### config.mk
export PLATFORM = sky130hd
export DESIGN_NAME = traffic_input_conditioner
export DESIGN_NICKNAME = d
export VERILOG_FILES = /design/src/rtl/traffic_input_conditioner_pkg.sv /design/src/rtl/traffic_input_conditioner_debounce_channel.sv /design/src/rtl/traffic_input_conditioner.sv
export SDC_FILE = /design/constraint.sdc
export NUM_CORES = 1
export LEC_CHECK = 0
export ABC_AREA = 1
export BUFFER_PORTS_ARGS = -buffer_cell sky130_fd_sc_hd__buf_2
export CAP_MARGIN = 40
export CORE_UTILIZATION = 50
export DETAILED_ROUTE_END_ITERATION = 8
export PLACE_DENSITY = 0.67
export SETUP_SLACK_MARGIN = 0.4
export SLEW_MARGIN = 30
export SYNTH_ARGS = -nofsm -noshare
export SYNTH_HDL_FRONTEND = slang
export SYNTH_HIERARCHICAL = 1
export SYNTH_SLANG_ARGS = --single-unit
### constraint.sdc
create_clock -name clock -period 1.25 [get_ports clock]
set_input_delay 0.25 -clock clock [delete_from_list [all_inputs] [get_ports clock]]
set_output_delay 0.25 -clock clock [all_outputs]
set_load 0.02 [all_outputs]
### src/rtl/traffic_input_conditioner_pkg.sv
// Shared constants for the traffic-light front end: system clock rate and
// default debounce window used by the conditioner and the divider.
package traffic_input_conditioner_pkg;

  localparam int unsigned CLOCK_HZ            = 32'd50_000_000;
  localparam int unsigned DEBOUNCE_CYCLES_DEF = 32'd500_000;
  localparam int unsigned CNT_W_DEF           = 32'd19;

endpackage : traffic_input_conditioner_pkg

### src/rtl/traffic_input_conditioner_debounce_channel.sv
// One conditioning channel: 2-flop synchroniser, debounce counter, registered
// stable level and a one-cycle pulse on each accepted 0->1 transition.
module debounce_channel
  import traffic_input_conditioner_pkg::*;
#(
  parameter int unsigned DEBOUNCE_CYCLES = DEBOUNCE_CYCLES_DEF,
  parameter int unsigned CNT_W           = CNT_W_DEF
) (
  input  logic clock,
  input  logic reset_n,
  input  logic raw,
  output logic level,
  output logic pulse
);

  localparam logic [CNT_W-1:0] CNT_LAST = CNT_W'(DEBOUNCE_CYCLES - 32'd1);

  logic             s1_r;
  logic             s2_r;
  logic             stable_r;
  logic             pulse_r;
  logic [CNT_W-1:0] cnt_r;

  // Synchronise raw pin, then accept s2 only after it differs from stable for the full window.
  always_ff @(posedge clock) begin
    if (!reset_n) begin
      s1_r     <= 1'b0;
      s2_r     <= 1'b0;
      stable_r <= 1'b0;
      pulse_r  <= 1'b0;
      cnt_r    <= {CNT_W{1'b0}};
    end else begin
      s1_r    <= raw;
      s2_r    <= s1_r;
      pulse_r <= 1'b0;
      if (s2_r == stable_r) begin
        cnt_r <= {CNT_W{1'b0}};
      end else if (cnt_r == CNT_LAST) begin
        // Terminal compare keeps the counter from wrapping; pulse only on a rising acceptance.
        stable_r <= s2_r;
        pulse_r  <= s2_r;
        cnt_r    <= {CNT_W{1'b0}};
      end else begin
        cnt_r <= cnt_r + CNT_W'(1);
      end
    end
  end

  assign level = stable_r;
  assign pulse = pulse_r;

endmodule : debounce_channel

### src/rtl/traffic_input_conditioner.sv
// Conditions the four raw button/sensor pins into clean levels and the walk
// request pulse; four independent debounce channels, wiring only.
module traffic_input_conditioner
  import traffic_input_conditioner_pkg::*;
#(
  parameter int unsigned DEBOUNCE_CYCLES = DEBOUNCE_CYCLES_DEF,
  parameter int unsigned CNT_W           = CNT_W_DEF
) (
  input  logic clock,
  input  logic reset_n,
  input  logic reset_btn,
  input  logic sensor_raw,
  input  logic walk_btn,
  input  logic prog_btn,
  output logic reset_sync,
  output logic sensor_sync,
  output logic prog_sync,
  output logic wr_sync
);

  logic walk_level_s;

  debounce_channel #(.DEBOUNCE_CYCLES(DEBOUNCE_CYCLES), .CNT_W(CNT_W)) u_reset_ch (
    .clock(clock), .reset_n(reset_n), .raw(reset_btn), .level(reset_sync), .pulse()
  );

  debounce_channel #(.DEBOUNCE_CYCLES(DEBOUNCE_CYCLES), .CNT_W(CNT_W)) u_sensor_ch (
    .clock(clock), .reset_n(reset_n), .raw(sensor_raw), .level(sensor_sync), .pulse()
  );

  // Walk consumers only need the press event, so the level stays internal.
  debounce_channel #(.DEBOUNCE_CYCLES(DEBOUNCE_CYCLES), .CNT_W(CNT_W)) u_walk_ch (
    .clock(clock), .reset_n(reset_n), .raw(walk_btn), .level(walk_level_s), .pulse(wr_sync)
  );

  debounce_channel #(.DEBOUNCE_CYCLES(DEBOUNCE_CYCLES), .CNT_W(CNT_W)) u_prog_ch (
    .clock(clock), .reset_n(reset_n), .raw(prog_btn), .level(prog_sync), .pulse()
  );

endmodule : traffic_input_conditioner
# Yosys cells after proc, flatten, opt, wreduce, memory -nomap -nowiden
# Cells that the tools add are included.
totals:
  output_inout_bits: 4
  wordCells: 44
  register_bits: 89
op_classes:
  n_eq_ne: 8
  reduce_logical: 9
  addsub: 4
  n_bitwise: 6
op_table:
  columns: ["op", "n"]
  rows:
  - ["19-bit by 1-bit adder with 19-bit output, second input constant", 4]
  - ["19-bit == test, second input constant", 4]
  - ["3-bit OR reduction", 5]
  - ["2-bit AND reduction", 4]
  - ["1-bit inverter", 6]
  - ["1-bit == test", 4]

# Longest topological paths before layout
logic_depth:
  ltp_word: 3
  mapped_depth: 9
  ltp_nobuf: 9

# Modules after synthesis
# The synthesis kept the hierarchy.
by_module_without_submodules:
  columns: ["mod", "cells_each", "area_each_um2", "instances", "seq_area_each_um2"]
  rows:
  - ["debounce_channel", 173, 1151.1, 4, 460.4]

# Worst setup path before layout
# OpenSTA, ideal clock, no wires.
synth_timing:
  path_type: "reg-to-reg"
  from: "register u_prog_ch.cnt_r[0]"
  to: "register u_prog_ch.cnt_r[14]"
  period_less_slack_ps: 1336
  setup_slack_ps: -86
  n_path_buf: 1
  required_time_ps: 1136
  t_arrival_ps: 1221
  setup_ps: 114
  stages_incl_launch_ff: 8
  cell_sequence: "dfxtp_1 ha_1 nand3_2 clkinv_1 nand3_2 o21bai_4 buf_6 nor2_1"
synth_via:
  elab_chain_cells: 2
  word_cells_on_any_way: 3
  classes_between: "add/sub (1); eq/ne (1); reduce/logical (1)"
synth_rtl:
  columns: ["element", "line_no", "source"]
  rows:
  - ["start: declaration", "traffic_input_conditioner_debounce_channel.sv:22", "logic [CNT_W-1:0] cnt_r;"]
  - ["start signal: assignment", "traffic_input_conditioner_debounce_channel.sv:31", "cnt_r <= {CNT_W{1'b0}};"]
  - ["start signal: assignment", "traffic_input_conditioner_debounce_channel.sv:37", "cnt_r <= {CNT_W{1'b0}};"]
  - ["start signal: assignment", "traffic_input_conditioner_debounce_channel.sv:42", "cnt_r <= {CNT_W{1'b0}};"]
  - ["branches (longest 2 deep; another with 19-bit by 1-bit adder with 19-bit output)", null, null]
# Several ways; the timed one is not identified.
# A chain may end at the register's enable or synchronous reset.

# Worst setup path after layout
layout_timing:
  from: "register u_sensor_ch.cnt_r[9]"
  to: "register u_sensor_ch.cnt_r[10]"
layout_via:
  elab_chain_cells: 2
  word_cells_on_any_way: 3
  classes_between: "add/sub (1); eq/ne (1); reduce/logical (1)"
layout_rtl:
  columns: ["element", "line_no"]
  rows:
  - ["start: declaration", "traffic_input_conditioner_debounce_channel.sv:22"]
  - ["start signal: assignment", "traffic_input_conditioner_debounce_channel.sv:31"]
  - ["start signal: assignment", "traffic_input_conditioner_debounce_channel.sv:37"]
  - ["start signal: assignment", "traffic_input_conditioner_debounce_channel.sv:42"]
  - ["branches (longest 2 deep; another with 19-bit by 1-bit adder with 19-bit output)", null]
# Several ways; the timed one is not identified.

==> flow_summary.toml <==
[critical_path]
cp-start-kind = "register"
worstPathRequired_ns = 1.50
cp_capture_type = "register"
critical_path_buf_inv_count = 2
worstPathCellList = "nor2_2 > inv_1 > nor2_1 > nand2_2 > o21bai_4 > clkbuf_16 > a21oi_2"
cp_max_stage_cell = "dfxtp_1"
timing_worst_setup_path_type = "reg -> reg"
worst-r2r-setup-slack_ns = -0.11
critical-path-max-stage-delay_ns = 0.38
critPathTopFamily = "flip-flops"
wp_data_arrival_ns = 1.61
critical_path.max_fanout = 8

[clock_tree]
clockBufferDepth = 2
clock_latency_ns = 0.35
cts-htree-levels = 3
tritoncts = "yes"
clock-sinks = 89
worst_setup_hold_path_clk_slew_ns = 0.09
cts.root.buffer_cell = "clkbuf_8"
cts-buffers-inserted = 9

[logic_synthesis]
postSynthNetCount = 696
syn-cell-area_um2 = 4530
postSynthCellCount = 686
synth_area_per_cell_um2 = 6.60
yosysWarningCount = 6

[global_routing]
initial_antenna_violation_count = 0
grt_pass1_wl_um = 17800
grt_usage_pct = 22.6
grt_max_degree = 17
globalRouteOverflowTotal = 0
number_of_global_route_vias_before_repair = 4157

[placed_design]
numPlacedInstances = 867
portBuffers = 9
dp.final_hpwl_um = 7490
finalWeightedCongestion = 0.885

[sta]
timing.final.ws_setup_ns = -0.112
setup_repair_after_global_routing_missed_its_margin = "yes"
timing.clock.skew_ns = 0.0156
worst_slew_pin_slew_ns = 0.459
drv_slew = 0
fin_tns_setup_ns = -3.78
timing_hold_violations_final = 0
max_freq_mhz = 734
period_needed_ns = 1.36
finalSetupViolations = 65
slew_headroom_pct = 69.0
finalCritPeriodShare_pct = 109

[floorplanning]
fp.dieH_um = 97.1
io-pin-count = 10
coreArea_um2 = 8720
die_x_um = 97.1
die_area_um2 = 9440
num_rows = 34
initial_core_util_pct = 51.9

[finish]
layout.nets = 794
synthToLayoutAreaGrowth_pct = 35.4
layout_common_cells = "170 x nand2_1, 109 x nor2_1, 82 x inv_1, 74 x buf_4, 58 x dfxtp_1"
n_fill_cell = 713
n_antenna_cell = 0
stdcell_count = 896
drive_gt1_share_pct = 31.9
mostFrequentLayoutCell = "nand2_1"

[pwr]
power_density_nw_per_um2 = 840
vdd_drop_max_mv = 0.617
p_leak_uw = 0.00233

[outcome]
status = "finished with violations"
failed_checks = "setup timing"

[detailed_routing]
drtAntennaViolNets = 0
detail_route.wl_per_cell_um = 12.2
route.vias.total = 4474
drtPass1Iterations = 5
drt_drc_violations_left = 0
number_of_drc_markers_in_iteration_0 = 148
drt-vias-per-instance = 4.99
wl_um = 10900

[worst_hold_path]
holdCritPathClass = "in -> reg"

[run]
maxCapViolCount = 0
[final timing paths]
path                              from               endpoint  cells after the start
setup / recovery  u_sensor_ch/cnt_r[9]  u_sensor_ch/cnt_r[10]                      7
hold / removal              sensor_raw       u_sensor_ch/s1_r                      3
setup reg to reg  u_sensor_ch/cnt_r[9]  u_sensor_ch/cnt_r[10]                      7
hold reg to reg       u_sensor_ch/s1_r       u_sensor_ch/s2_r                      2
[tightest hold or removal path, stage by stage]
cell and delay, ns:
buf_2 0.07, nand2_1 0.04, inv_1 0.04
[registers in the layout, summed over array words and instances, names as in the netlist, 19 cells and up]
name,flops
u_sensor_ch/cnt_r,19
u_walk_ch/cnt_r,19
u_reset_ch/cnt_r,19
u_prog_ch/cnt_r,19
[repair_timing]
action	4_1_cts	5_1_grt
gates cloned	0	1
hold buffers	0	0
setup buffers	5	8
pin swaps	12	19
endpoints found under the setup margin	85	85
gates resized for setup	49	94
endpoints found under the hold margin	0	0
[through the flow]
stage | utilization, % | hold slack (ns) | setup slack (ns) | instance area, um^2 | total power [uW]
after global placement | 61.5 | 0.397 | -0.0517 | 5360 | 3020
after global routing | 70.2 | 0.0892 | -0.149 | 6130 | 5330
after CTS | 66.0 | 0.0744 | -0.0427 | 5760 | 5190
final | 70.2 | 0.0823 | -0.112 | 6130 | 5150
after detailed placement | 61.5 | 0.403 | -0.0661 | 5360 | 3020
after floorplan | - | 0.343 | 0.00662 | 4670 | 2970
[cell type report]
cell class	instances	area (um^2)	share of cell area (%)
Clock buffer	9	124	2.02
Clock inverter	6	92.6	1.51
Inverter	88	350	5.72
Multi-Input combinational cell	505	2830	46.1
Sequential cell	89	1830	29.9
Tap cell	108	135	2.21
Timing Repair Buffer	91	764	12.5
[metal layers]
| layer | wire, um | GRT usage, % | vias to the layer above |
|---|---|---|---|
| met2 | 5300 | 37.9 | 84 |
| met3 | 411 | 3.74 | 13 |
| met1 | 5030 | 29.4 | 2047 |
| met5 | 0 | 0 | - |
| li1 | - | - | 2330 |
| met4 | 154 | 7.35 | 0 |
[report_power, final]
| group | switching (uW) | internal, uW |
|---|---|---|
| Clock | 1060 | 1130 |
| Sequential | 11.1 | 2840 |
| Combinational | 57.5 | 55.2 |
| Total | 1130 | 4020 |
Note: power is estimated with default switching activity, not from simulation.
